File: src/rtl/brmask_ctrl_pkg.sv
// brmask_ctrl_pkg: shared core constants and helpers for branch-mask tracking and executeBR.
package brmask_ctrl_pkg;
  localparam int WIDTH_BRM = 4;
  function automatic logic is_onehot(input logic [31:0] v);
    return (v != '0) && ((v & (v - 32'd1)) == '0);
  endfunction
endpackage

File: src/rtl/brmask_ctrl_if.sv
// brmask_ctrl_if: allocate/resolve/broadcast bundle between decode, branch unit and brmask_ctrl.
interface brmask_ctrl_if #(parameter int WIDTH_BRM = brmask_ctrl_pkg::WIDTH_BRM);
  logic                 i_alloc_req;
  logic                 o_alloc_gnt;
  logic [WIDTH_BRM-1:0] o_alloc_tag;
  logic [WIDTH_BRM-1:0] o_brmask;
  logic                 o_full;
  logic                 i_res_valid;
  logic [WIDTH_BRM-1:0] i_res_tag;
  logic                 i_brkill;
  logic                 o_clr_valid;
  logic [WIDTH_BRM-1:0] o_clr_mask;
  logic                 o_kill_valid;
  logic [WIDTH_BRM-1:0] o_kill_mask;
  modport master (
    output i_alloc_req, i_res_valid, i_res_tag, i_brkill,
    input  o_alloc_gnt, o_alloc_tag, o_brmask, o_full,
           o_clr_valid, o_clr_mask, o_kill_valid, o_kill_mask
  );
  modport slave (
    input  i_alloc_req, i_res_valid, i_res_tag, i_brkill,
    output o_alloc_gnt, o_alloc_tag, o_brmask, o_full,
           o_clr_valid, o_clr_mask, o_kill_valid, o_kill_mask
  );
endinterface

File: src/rtl/brmask_ctrl_prio_onehot.sv
// prio_onehot: isolates the lowest set bit of a vector; zero in gives zero out.
module prio_onehot #(parameter int WIDTH = 4) (
  input  logic [WIDTH-1:0] i_vec,
  output logic [WIDTH-1:0] o_onehot
);
  assign o_onehot = i_vec & (~i_vec + WIDTH'(1));
endmodule

File: src/rtl/brmask_ctrl.sv
// brmask_ctrl: allocates one-hot branch tags and broadcasts branch clears/kills to in-flight uops.
module brmask_ctrl #(parameter int WIDTH_BRM = brmask_ctrl_pkg::WIDTH_BRM) (
  input logic         i_clk,
  input logic         i_rst_n,
  brmask_ctrl_if.slave bus
);
  import brmask_ctrl_pkg::*;
  logic [WIDTH_BRM-1:0] r_brmask, r_clr_mask, r_kill_mask;
  logic                 r_full, r_clr_valid, r_kill_valid;
  logic [WIDTH_BRM-1:0] r_dep [WIDTH_BRM];
  logic [WIDTH_BRM-1:0] w_free_tag, w_clr_bits, w_kill_set, w_alloc_bits, w_next_mask;
  logic                 w_res_ok, w_gnt;
  prio_onehot #(.WIDTH(WIDTH_BRM)) u_prio (.i_vec(~r_brmask), .o_onehot(w_free_tag));
  assign w_res_ok     = bus.i_res_valid && is_onehot(32'(bus.i_res_tag)) && |(bus.i_res_tag & r_brmask);
  assign w_gnt        = i_rst_n & bus.i_alloc_req & ~r_full & ~(bus.i_res_valid & bus.i_brkill);
  assign w_clr_bits   = (w_res_ok && !bus.i_brkill) ? bus.i_res_tag : '0;
  assign w_alloc_bits = w_gnt ? w_free_tag : '0;
  assign w_next_mask  = (r_brmask & ~(w_clr_bits | w_kill_set)) | w_alloc_bits;
  // A mispredict squashes the branch itself plus every younger branch that depends on it.
  always_comb begin
    w_kill_set = '0;
    if (w_res_ok && bus.i_brkill) begin
      w_kill_set = bus.i_res_tag;
      for (int t = 0; t < WIDTH_BRM; t++)
        if (r_brmask[t] && |(r_dep[t] & bus.i_res_tag)) w_kill_set[t] = 1'b1;
    end
  end
  always_ff @(posedge i_clk) begin
    if (!i_rst_n) begin
      r_brmask     <= '0;
      r_full       <= 1'b0;
      r_clr_valid  <= 1'b0;
      r_clr_mask   <= '0;
      r_kill_valid <= 1'b0;
      r_kill_mask  <= '0;
      for (int t = 0; t < WIDTH_BRM; t++) r_dep[t] <= '0;
    end else begin
      r_brmask     <= w_next_mask;
      r_full       <= &w_next_mask;
      r_clr_valid  <= |w_clr_bits;
      r_clr_mask   <= w_clr_bits;
      r_kill_valid <= |w_kill_set;
      r_kill_mask  <= w_kill_set;
      for (int t = 0; t < WIDTH_BRM; t++)
        r_dep[t] <= w_alloc_bits[t] ? (r_brmask & ~w_clr_bits) : (r_dep[t] & ~(w_clr_bits | w_kill_set));
    end
  end
  assign bus.o_alloc_gnt  = w_gnt;
  assign bus.o_alloc_tag  = w_free_tag;
  assign bus.o_brmask     = r_brmask;
  assign bus.o_full       = r_full;
  assign bus.o_clr_valid  = r_clr_valid;
  assign bus.o_clr_mask   = r_clr_mask;
  assign bus.o_kill_valid = r_kill_valid;
  assign bus.o_kill_mask  = r_kill_mask;
endmodule

File: src/flat_wrapper.sv
// flat-port wrapper written by rule: the top's interface ports become plain ports
module brmask_ctrl_flat import brmask_ctrl_pkg::*;
#(parameter int WIDTH_BRM = brmask_ctrl_pkg::WIDTH_BRM)
  (i_clk, i_rst_n, bus_i_alloc_req, bus_i_res_valid, bus_i_res_tag, bus_i_brkill, bus_o_alloc_gnt, bus_o_alloc_tag, bus_o_brmask, bus_o_full, bus_o_clr_valid, bus_o_clr_mask, bus_o_kill_valid, bus_o_kill_mask);
  brmask_ctrl_if #(.WIDTH_BRM(WIDTH_BRM)) bus_i ();
  input logic i_clk;
  input logic i_rst_n;
  input wire logic [$bits(bus_i.i_alloc_req)-1:0] bus_i_alloc_req;
  input wire logic [$bits(bus_i.i_res_valid)-1:0] bus_i_res_valid;
  input wire logic [$bits(bus_i.i_res_tag)-1:0] bus_i_res_tag;
  input wire logic [$bits(bus_i.i_brkill)-1:0] bus_i_brkill;
  output wire logic [$bits(bus_i.o_alloc_gnt)-1:0] bus_o_alloc_gnt;
  output wire logic [$bits(bus_i.o_alloc_tag)-1:0] bus_o_alloc_tag;
  output wire logic [$bits(bus_i.o_brmask)-1:0] bus_o_brmask;
  output wire logic [$bits(bus_i.o_full)-1:0] bus_o_full;
  output wire logic [$bits(bus_i.o_clr_valid)-1:0] bus_o_clr_valid;
  output wire logic [$bits(bus_i.o_clr_mask)-1:0] bus_o_clr_mask;
  output wire logic [$bits(bus_i.o_kill_valid)-1:0] bus_o_kill_valid;
  output wire logic [$bits(bus_i.o_kill_mask)-1:0] bus_o_kill_mask;
  assign bus_i.i_alloc_req = bus_i_alloc_req;
  assign bus_i.i_res_valid = bus_i_res_valid;
  assign bus_i.i_res_tag = bus_i_res_tag;
  assign bus_i.i_brkill = bus_i_brkill;
  assign bus_o_alloc_gnt = bus_i.o_alloc_gnt;
  assign bus_o_alloc_tag = bus_i.o_alloc_tag;
  assign bus_o_brmask = bus_i.o_brmask;
  assign bus_o_full = bus_i.o_full;
  assign bus_o_clr_valid = bus_i.o_clr_valid;
  assign bus_o_clr_mask = bus_i.o_clr_mask;
  assign bus_o_kill_valid = bus_i.o_kill_valid;
  assign bus_o_kill_mask = bus_i.o_kill_mask;
  brmask_ctrl #(.WIDTH_BRM(WIDTH_BRM)) u_core (.i_clk(i_clk), .i_rst_n(i_rst_n), .bus(bus_i));
endmodule
File: config.mk
export PLATFORM = sky130hd
export DESIGN_NAME = brmask_ctrl_flat
export DESIGN_NICKNAME = d
export VERILOG_FILES = /design/src/rtl/brmask_ctrl_pkg.sv /design/src/rtl/brmask_ctrl_if.sv /design/src/rtl/brmask_ctrl_prio_onehot.sv /design/src/rtl/brmask_ctrl.sv /design/src/flat_wrapper.sv
export SDC_FILE = /design/constraint.sdc
export NUM_CORES = 1
export LEC_CHECK = 0
export ABC_AREA = 1
export CAP_MARGIN = 20
export CORE_AREA = 8 8 47 86
export CTS_CLUSTER_DIAMETER = 100
export DETAILED_ROUTE_END_ITERATION = 8
export DIE_AREA = 0 0 55 94
export PLACE_DENSITY = 0.78
export REMOVE_ABC_BUFFERS = 1
export SYNTH_ARGS = -nofsm -noshare
export SYNTH_HDL_FRONTEND = slang
export SYNTH_SLANG_ARGS = --single-unit
File: constraint.sdc
create_clock -name i_clk -period 1.56 [get_ports i_clk]
set_input_delay 0.39 -clock i_clk [delete_from_list [all_inputs] [get_ports i_clk]]
set_output_delay 0.39 -clock i_clk [all_outputs]
set_load 0.01 [all_outputs]
Yosys cells after proc, flatten, opt, wreduce, memory -nomap -nowiden --
Memories as Yosys holds them, arrays and structs flattened. Index checks and enable logic that the tools add are counted.
Cells by class: add/subtract/negate cells 2, multiplexer cells 17, bitwise gates (word level) 29, reductions and logical operators 20
Operators with widths (number):
- $and A4 B4 Y4 | 12
- $mux W4 | 11
- $and A4 B32 Y32 | 1
- $logic_not A32 Y1 | 1
- $reduce_or A4 Y1 | 7
- $not A4 Y4 | 4
- $logic_and A1 B1 Y1 | 9
- $or A4 B4 Y4 | 2
- $mux W1 | 6
- $sub A4 B1 Y5 const B | 1
- $add A4 B1 Y4 const B | 1
- $and A1 B1 Y1 | 4
- $or A1 B1 Y1 | 4
- $reduce_and A4 Y1 | 1
- $reduce_bool A4 Y1 | 1
- $not A1 Y1 | 2
- $logic_not A1 Y1 | 1
Word-level totals: bits in registers 15, memory bits (writable) 16, input port bits 9, word-level logic and storage cells 75, memories 1
Memories:
- u_core.r_dep | words 4, width 4, rd ports 4, clocked after Yosys merged registers in 0, wr ports 4, RTL line brmask_ctrl.sv:10 | logic [WIDTH_BRM-1:0] r_dep [WIDTH_BRM];

Longest topological paths before layout --
Gate-level depths: netlist (run 1).
depth after elaboration 13, gate-level depth with buffers 13

By module --
A second synthesis (run 1) with hierarchy kept.
Second synthesis, totals: cells, all modules 180, area, all modules 1370.1 um^2
By module, submodules not included:
- brmask_ctrl | instances 1, cells each 171, area an instance 1332.5 um^2, seq. area each 540.5 um^2
- prio_onehot | instances 1, cells each 9, area an instance 37.5 um^2, seq. area each 0.0 um^2

Least setup slack after synthesis (run 1) --
Ideal clock, no wire load.
path type reg2reg, start point reg u_core.r_brmask[0], in the netlist u_core.bus.o_brmask[0], end point mem u_core.r_dep[3][2], setup time 0.119 ns, arrival 1.369 ns, required time 1.441 ns, setup slack 0.071 ns, cell stages (with the launch flop) 6, buffers on the path 0, period minus slack after synthesis 1.489 ns, cells stage by stage dfxtp_1 nand2_1 nor3b_1 nand2_2 o21ai_0 a21oi_1
RTL lines:
- start, declared | RTL line brmask_ctrl.sv:8 | logic [WIDTH_BRM-1:0] r_brmask, r_clr_mask, r_kill_mask;
- start signal, assigned | RTL line brmask_ctrl.sv:38 | r_brmask <= w_next_mask;
- end, declared | RTL line brmask_ctrl.sv:10

Worst setup path after layout (run 1) --
start point reg u_core.r_kill_mask[0], in the netlist u_core.bus.o_kill_mask[0], end point out bus_o_kill_mask[0]
RTL lines:
- start, declared | RTL line brmask_ctrl.sv:8
- start signal, assigned | RTL line brmask_ctrl.sv:43 | r_kill_mask <= w_kill_set;
- end, declared | RTL line flat_wrapper.sv:19 | output wire logic [$bits(bus_i.o_kill_mask)-1:0] bus_o_kill_mask;
No word-level cell between the ends.

==> reports/qor.json, run 1 <==
{
  "placement": {
    "place_area_um2": 1889,
    "preCtsSetupSlack_ps": -561.4,
    "place.port_buffers": 28,
    "dp_hpwl_um": 3058,
    "place_congestion": 0.9106
  },
  "critical_path": {
    "critical_path.endpoint_type": "output port",
    "timing.critical_path.slowest_stage_cell": "clkdlybuf4s50_1",
    "arrival_time_worst_endpoint_ps": 1120,
    "timing.critical_path.from_type": "flip-flop",
    "crit_path_cell_trace": "clkdlybuf4s50_1",
    "reg2reg_slack_ps": 80,
    "timing.critical_path.slowest_cell_delay_ps": 530,
    "critical_path.reg2reg.startpoint": "u_core.bus.o_brmask[2]",
    "critical_path_buf_inv_count": 1,
    "worst_r2r_path_depth": 9,
    "critical_path_required_ps": 1170,
    "critPathKind": "flip-flop to output port",
    "maximum_fanout_count_along_the_critical_path": 1,
    "r2r-end": "u_core.r_dep[3][2]",
    "path_delay_family": "buffers and inverters"
  },
  "drt": {
    "vias": 1444,
    "drc_violations_left": 0,
    "drt_wl_total_um": 4023,
    "wire_per_inst_um": 14.85,
    "drt_iter0_markers": 58,
    "avgViaCountPerCell": 5.328,
    "antenna_left": 0,
    "detailedRoute.firstPassIterationCount": 4
  },
  "clocking": {
    "clkLatencyLatePin_ps": 270,
    "clock_tree.buffer_depth": 2,
    "cts_made_buffers": 3,
    "ctsRootBufferMaster": "clkbuf_8",
    "cts_tree": "yes",
    "cts_hold_repair.buffers": 0,
    "cts.sinks": 27,
    "htree_num_levels": 1,
    "clkSlewWorstSetupHoldPaths_ps": 90
  },
  "timing": {
    "worstMarginPinSlew_ps": 259.5,
    "drv_slew": 0,
    "max-slew-margin-rel": 0.8267,
    "fin_crit_ps": 1513,
    "timing.final.hold_violations": 0,
    "fin_skew_ps": 6.695,
    "final.setup.worst_slack_ps": 46.84,
    "setup-violations-final": 0,
    "min_period_over_period": 0.9700,
    "maximum_achievable_frequency_ghz": 0.6609,
    "timing.setup.tns_ps": 0
  },
  "cells_and_area": {
    "drive_above_1_share": 0.3942,
    "flow.area_growth_from_synthesis_pct": 50.60,
    "antenna_cells_inserted": 0,
    "final_nets": 251,
    "most_frequent_standard_cell_in_the_layout_excluding_fill_and_tap_cells": "buf_4",
    "final_design_area_no_fill_um2": 2033,
    "layout.cells.most_common_list": "buf_4 (39), nand2_1 (38), dfxtp_1 (26), nand3_1 (14), a21oi_1 (14)"
  },
  "worst_hold_path": {
    "hold-path-cell-count": 3,
    "source_of_the_worst_hold_timing_path": "bus_i_brkill",
    "holdCritPathClass": "input pin to flip-flop",
    "min_to": "u_core.bus.o_clr_valid"
  },
  "global_route": {
    "first_global_vias": 1501,
    "grt.total_usage": 0.1606,
    "grt_max_degree": 16,
    "met2_usage": 0.2785,
    "grt.met3_usage": 0.02540,
    "gr-usage-met1": 0.1471,
    "grt_first_pass_wirelength_um": 6327,
    "grt_most_used_layer": "met2",
    "gr-total-overflow": 0,
    "grt_antenna_before_repair": 0
  },
  "synth": {
    "avgSynthCellArea_um2": 7.759,
    "synth.lib_cells_used.distinct": 24,
    "synth-seq-area-share": 0.4004,
    "netlist_instances": 174,
    "mappedNetlistArea_um2": 1350,
    "ys_seq_elements": 27,
    "yosys_warnings": 0
  },
  "floorplan": {
    "io_count": 29,
    "core_um2": 2943,
    "die_area_um2": 5170,
    "floorplan.rows": 28,
    "dieWidth_um": 55,
    "initial_utilization": 0.4588,
    "die_height_um": 94
  },
  "run": {
    "cap_viol_max_count": 0
  },
  "outcome": {
    "outcome": "complete, no violations"
  },
  "power": {
    "total_power_w": 0.001312,
    "power-per-cell-area_nw_per_um2": 645.1,
    "max-vdd-ir-drop_mv": 0.4869,
    "static-leakage-power_nw": 0.9962
  }
}
[logic make-up after synthesis]
group,after synthesis,share of synthesized area
AOI/OAI and AO/OA,24,0.09453
and+or+nand+nor,102,0.4245
buffers and inverters,21,0.08063
DFF,27,0.4004
[power by group]
group          switching [W]  internal, W
Sequential        0.00000508     0.000696
Clock               0.000217     0.000179
Combinational       0.000122    0.0000919
[per-layer routing]
| layer | up-vias | part of all wire | routed length, um |
|---|---|---|---|
| li1 | 708 | - | - |
| met1 | 662 | 0.36 | 1441 |
| met2 | 57 | 0.53 | 2117 |
| met3 | 17 | 0.053 | 215 |
| met4 | 0 | 0.062 | 248 |
| met5 | - | 0 | 0 |
[synthesized netlist by cell type]
cell      instances  area [um^2]
and2_4            1        8.760
nand2_1          42        157.7
nand3_4           1        17.52
inv_2             5        18.77
nand4_1           4        25.02
inv_1             9        33.78
nor3b_1           1        7.510
nor2_1           15        56.30
dfxtp_1          27        540.5
nand4_4           1        21.27
clkbuf_1          3        11.26
nor2_8            1        20.02
o21ai_1           5        25.02
nand3_2           1        10.01
a21oi_1          14        70.07
a21oi_2           2        17.52
o21ai_0           3        15.01
nand3_1          16        80.08
buf_6             4        45.04
nor3_1            2        10.01
nor2_4            1        11.26
nand4_2           6        75.07
nand2_4           2        22.52
nand2_2           8        50.05
[registers in the layout, summed over array words and instances, names as in the netlist]
name / count
u_core.bus.o_kill_valid: 1
u_core.bus.o_full: 1
u_core.r_dep: 12
u_core.bus.o_brmask: 4
u_core.bus.o_clr_mask: 4
u_core.bus.o_kill_mask: 4
u_core.bus.o_clr_valid: 1
[repair_timing]
item	4_1_cts	5_1_grt
pin swaps	5	6
buffers inserted	3	2
gates resized for setup	34	29
setup endpoints to repair	36	23
[layout make-up]
type / instances / area (um^2)
Clock inverter: 1 / 5.005
Clock buffer: 3 / 41.29
Tap cell: 30 / 37.54
Inverter: 14 / 56.30
Multi-Input combinational cell: 126 / 775.7
Sequential cell: 27 / 541.8
Fill cell: 241 / 909.6
Timing Repair Buffer: 70 / 575.6
[through the flow]
step                hold slack [ps]  instances    util
floorplan                     436.6        167       -
global placement              461.7        262  0.6420
detailed placement            467.5        262  0.6420
CTS                           483.2        269  0.6662
global route                  474.4        271  0.6909
finish                        460.5        271  0.6909
[worst max-delay path by stage]
stage	slack, ps	end	cells past startpoint	start
2_1_floorplan	70	u_core.r_dep[3][2]	5	u_core.bus.o_brmask[0]
3_3_place_gp	-540	u_core.r_dep[1][2]	10	bus_i_res_tag[0]
5_1_grt	-6	bus_o_alloc_tag[2]	4	u_core.bus.o_brmask[1]
4_1_cts	-100	bus_o_alloc_gnt	6	bus_i_alloc_req
6_report	50	bus_o_kill_mask[0]	1	u_core.bus.o_kill_mask[0]
3_5_place_dp	-560	u_core.r_dep[2][1]	10	bus_i_res_tag[0]
Note: power is estimated with default switching activity, not from simulation.
==> inputs of run 2 (changes only) <==
RECOVER_POWER = 100   (was not set)
SLEW_MARGIN = 20   (was not set)
==> run 2 against run 1 <==
  * Non-clock buffer count unchanged
  * Critical endpoint unchanged
  * Final area decreased by 0.55%
  * Clock-buffer cell count unchanged
  * Worst setup slack got worse by 2.3 ps
  * Hold slack about the same
  * Die area unchanged
  * Power decreased by 0.23%
  * Critical path depth unchanged
==> reports/qor.json, run 2 (synthesis gave the netlist of run 1 again) <==
{
  "outcome": {
    "outcome": {"value": "complete, no violations", "change": "unchanged"}
  },
  "global_route": {
    "grt_antenna_before_repair": {"value": 0, "change": "unchanged"},
    "gr-total-overflow": {"value": 0, "change": "unchanged"},
    "first_global_vias": {"value": 1501, "change": "unchanged"},
    "grt_first_pass_wirelength": {"value": 6327, "unit": "um", "change": "unchanged"},
    "grt.total_usage": {"value": 0.1606, "change": "unchanged"},
    "grt_max_degree": {"value": 16, "change": "unchanged"}
  },
  "clocking": {
    "cts.sinks": {"value": 27, "change": "unchanged"},
    "clkLatencyLatePin": {"value": 280, "unit": "ps", "change": "was 270 ps"},
    "htree_num_levels": {"value": 1, "change": "unchanged"},
    "clock_tree.buffer_depth": {"value": 2, "change": "unchanged"},
    "clkSlewWorstSetupHoldPaths": {"value": 90, "unit": "ps", "change": "about the same"},
    "cts_tree": {"value": "yes", "change": "unchanged"},
    "cts_made_buffers": {"value": 3, "change": "unchanged"},
    "ctsRootBufferMaster": {"value": "clkbuf_8", "change": "unchanged"}
  },
  "critical_path": {
    "timing.critical_path.from_type": {"value": "flip-flop", "change": "unchanged"},
    "critPathKind": {"value": "flip-flop to output port", "change": "unchanged"},
    "path_delay_family": {"value": "buffers and inverters", "change": "unchanged"},
    "crit_path_cell_trace": {"value": "clkdlybuf4s50_1", "change": "unchanged"},
    "critical_path_required": {"value": 1170, "unit": "ps", "change": "about the same"},
    "critical_path.endpoint_type": {"value": "output port", "change": "unchanged"},
    "maximum_fanout_count_along_the_critical_path": {"value": 1, "change": "unchanged"},
    "critical_path_buf_inv_count": {"value": 1, "change": "unchanged"},
    "timing.critical_path.slowest_stage_cell": {"value": "clkdlybuf4s50_1", "change": "unchanged"},
    "timing.critical_path.slowest_cell_delay": {"value": 530, "unit": "ps", "change": "about the same"},
    "arrival_time_worst_endpoint": {"value": 1130, "unit": "ps", "change": "was 1120 ps"}
  },
  "timing": {
    "max-slew-margin-rel": {"value": 0.8367, "change": "was 0.8267"},
    "fin_crit": {"value": 1515, "unit": "ps", "change": "was 1513 ps"},
    "fin_skew": {"value": 7.042, "unit": "ps", "change": "was 6.695 ps"},
    "worstMarginPinSlew": {"value": 244.5, "unit": "ps", "change": "was 259.5 ps"},
    "maximum_achievable_frequency": {"value": 0.6599, "unit": "GHz", "change": "was 0.6609 GHz"},
    "min_period_over_period": {"value": 0.9714, "change": "was 0.9700"},
    "setup-violations-final": {"value": 0, "change": "unchanged"},
    "final.hold.worst_slack": {"value": 460.2, "unit": "ps", "change": "was 460.5 ps"},
    "timing.final.hold_violations": {"value": 0, "change": "unchanged"},
    "drv_slew": {"value": 0, "change": "unchanged"},
    "final.setup.worst_slack": {"value": 44.58, "unit": "ps", "change": "was 46.84 ps"}
  },
  "floorplan": {
    "io_count": {"value": 29, "change": "unchanged"},
    "die_height": {"value": 94, "unit": "um", "change": "unchanged"},
    "floorplan.rows": {"value": 28, "change": "unchanged"},
    "initial_utilization": {"value": 0.4588, "change": "unchanged"},
    "die_area": {"value": 5170, "unit": "um^2", "change": "unchanged"},
    "dieWidth": {"value": 55, "unit": "um", "change": "unchanged"},
    "core": {"value": 2943, "unit": "um^2", "change": "unchanged"}
  },
  "cells_and_area": {
    "layout.cells.most_common_list": {"value": "nand2_1 (38), buf_4 (37), dfxtp_1 (26), nand3_1 (14), a21oi_1 (14)", "change": "was buf_4 (39), nand2_1 (38), dfxtp_1 (26), nand3_1 (14), a21oi_1 (14)"},
    "antenna_cells_inserted": {"value": 0, "change": "unchanged"},
    "final_design_area_no_fill": {"value": 2022, "unit": "um^2", "change": "was 2033 um^2"},
    "flow.area_growth_from_synthesis": {"value": 49.77, "unit": "%", "change": "was 50.60%"},
    "largest_register_ffs": {"value": 12, "change": "unchanged"},
    "fill_count": {"value": 245, "change": "was 241"},
    "drive_above_1_share": {"value": 0.3859, "change": "was 0.3942"},
    "most_frequent_standard_cell_in_the_layout_excluding_fill_and_tap_cells": {"value": "nand2_1", "change": "was buf_4"},
    "max_flop_register": {"value": "u_core.r_dep", "change": "unchanged"},
    "final_nets": {"value": 251, "change": "unchanged"}
  },
  "drt": {
    "avgViaCountPerCell": {"value": 5.358, "change": "was 5.328"},
    "vias": {"value": 1452, "change": "was 1444"},
    "drt_iter0_markers": {"value": 58, "change": "unchanged"},
    "detailedRoute.firstPassIterationCount": {"value": 4, "change": "unchanged"},
    "drc_violations_left": {"value": 0, "change": "unchanged"},
    "drt_wl_total": {"value": 4027, "unit": "um", "change": "was 4023 um"},
    "wire_per_inst": {"value": 14.86, "unit": "um", "change": "was 14.85 um"},
    "antenna_left": {"value": 0, "change": "unchanged"}
  },
  "power": {
    "static-leakage-power": {"value": 0.9754, "unit": "nW", "change": "was 0.9962 nW"},
    "max-vdd-ir-drop": {"value": 0.4800, "unit": "mV", "change": "was 0.4869 mV"},
    "power-per-cell-area": {"value": 647.2, "unit": "nW/um^2", "change": "was 645.1 nW/um^2"},
    "total_power": {"value": 0.001309, "unit": "W", "change": "was 0.001312 W"}
  },
  "placement": {
    "place.port_buffers": {"value": 28, "change": "unchanged"},
    "dp_hpwl": {"value": 3058, "unit": "um", "change": "unchanged"},
    "place_congestion": {"value": 0.9106, "change": "unchanged"},
    "preCtsSetupSlack": {"value": -561.4, "unit": "ps", "change": "unchanged"},
    "place_area": {"value": 1889, "unit": "um^2", "change": "unchanged"}
  },
  "worst_hold_path": {
    "holdCritPathClass": {"value": "input pin to flip-flop", "change": "unchanged"}
  },
  "run": {
    "cap_viol_max_count": {"value": 0, "change": "unchanged"}
  }
}
-- run 2: changes by cell type in the layout (fill, tap and decap cells not counted) --
cell	before	now
buf_2	4	2
buf_4	39	37
clkbuf_2	3	5
clkbuf_4	0	2
clkdlybuf4s25_1	0	1
dlymetal6s2s_1	4	3
inv_1	7	9
inv_2	6	4
nand4_2	2	3
nand4_4	5	4
o21ai_0	2	5
o21ai_1	6	3
-- run 2: layer usage --
layer	vias up	GRT usage	part of all wire
li1	705	-	-
met1	666	0.1471	0.36
met2	63	0.2785	0.53
met3	18	0.02540	0.055
met4	0	0.1391	0.060
met5	-	0	0
-- run 2: final timing paths --
kind         slack, ps                       from                      to  depth (start not counted)
max                 40  u_core.bus.o_kill_mask[0]      bus_o_kill_mask[0]                          1
min                460               bus_i_brkill  u_core.bus.o_clr_valid                          3
max reg2reg         90     u_core.bus.o_brmask[2]      u_core.r_dep[3][2]                          9
min reg2reg        480         u_core.r_dep[1][2]      u_core.r_dep[1][2]                          2
-- run 2: power by group --
group / internal, W / switching, W
registers: 0.000696 / 0.00000510
logic: 0.0000911 / 0.000119
clock network: 0.000179 / 0.000218
total: 0.000967 / 0.000342
-- run 2: final cells by class --
cell class	count	area [um^2]	area share
clock buffers	3	41.29	0.02042
clock inverters	1	5.005	0.002475
inverters	14	56.30	0.02785
multi-input cells	126	767.0	0.3793
flip-flops and latches	27	541.8	0.2679
well taps	30	37.54	0.01856
repair buffers	70	573.1	0.2834
-- run 2: metrics by stage --
| stage | TNS, ps | instances | utilization |
|---|---|---|---|
| floorplan | 0 | 167 | - |
| global placement | -12460 | 262 | 0.6420 |
| detailed placement | -13390 | 262 | 0.6420 |
| CTS | -236.9 | 269 | 0.6662 |
| global route | -6.335 | 271 | 0.6871 |
| finish | 0 | 271 | 0.6871 |
-- run 2: tightest hold or removal path, cell delays in order --
cell and delay, ps:
dlymetal6s2s_1 120, buf_6 140, nor3_1 50
-- run 2: repair_timing --
| item | 4_1_cts | 5_1_grt |
|---|---|---|
| pin swaps | 5 | 6 |
| buffers inserted | 3 | 2 |
| hold endpoints to repair | 0 | 0 |
| gates resized for setup | 34 | 29 |
| hold buffers | 0 | 0 |
| endpoints found under the setup margin | 36 | 23 |
==> inputs of run 3 (changes only) <==
CAP_MARGIN = not set   (was 20)
SLEW_MARGIN = not set   (was 20)
==> results of run 3 <==
Same layout as run 2: the final DEF is identical, and so are final timing and power.
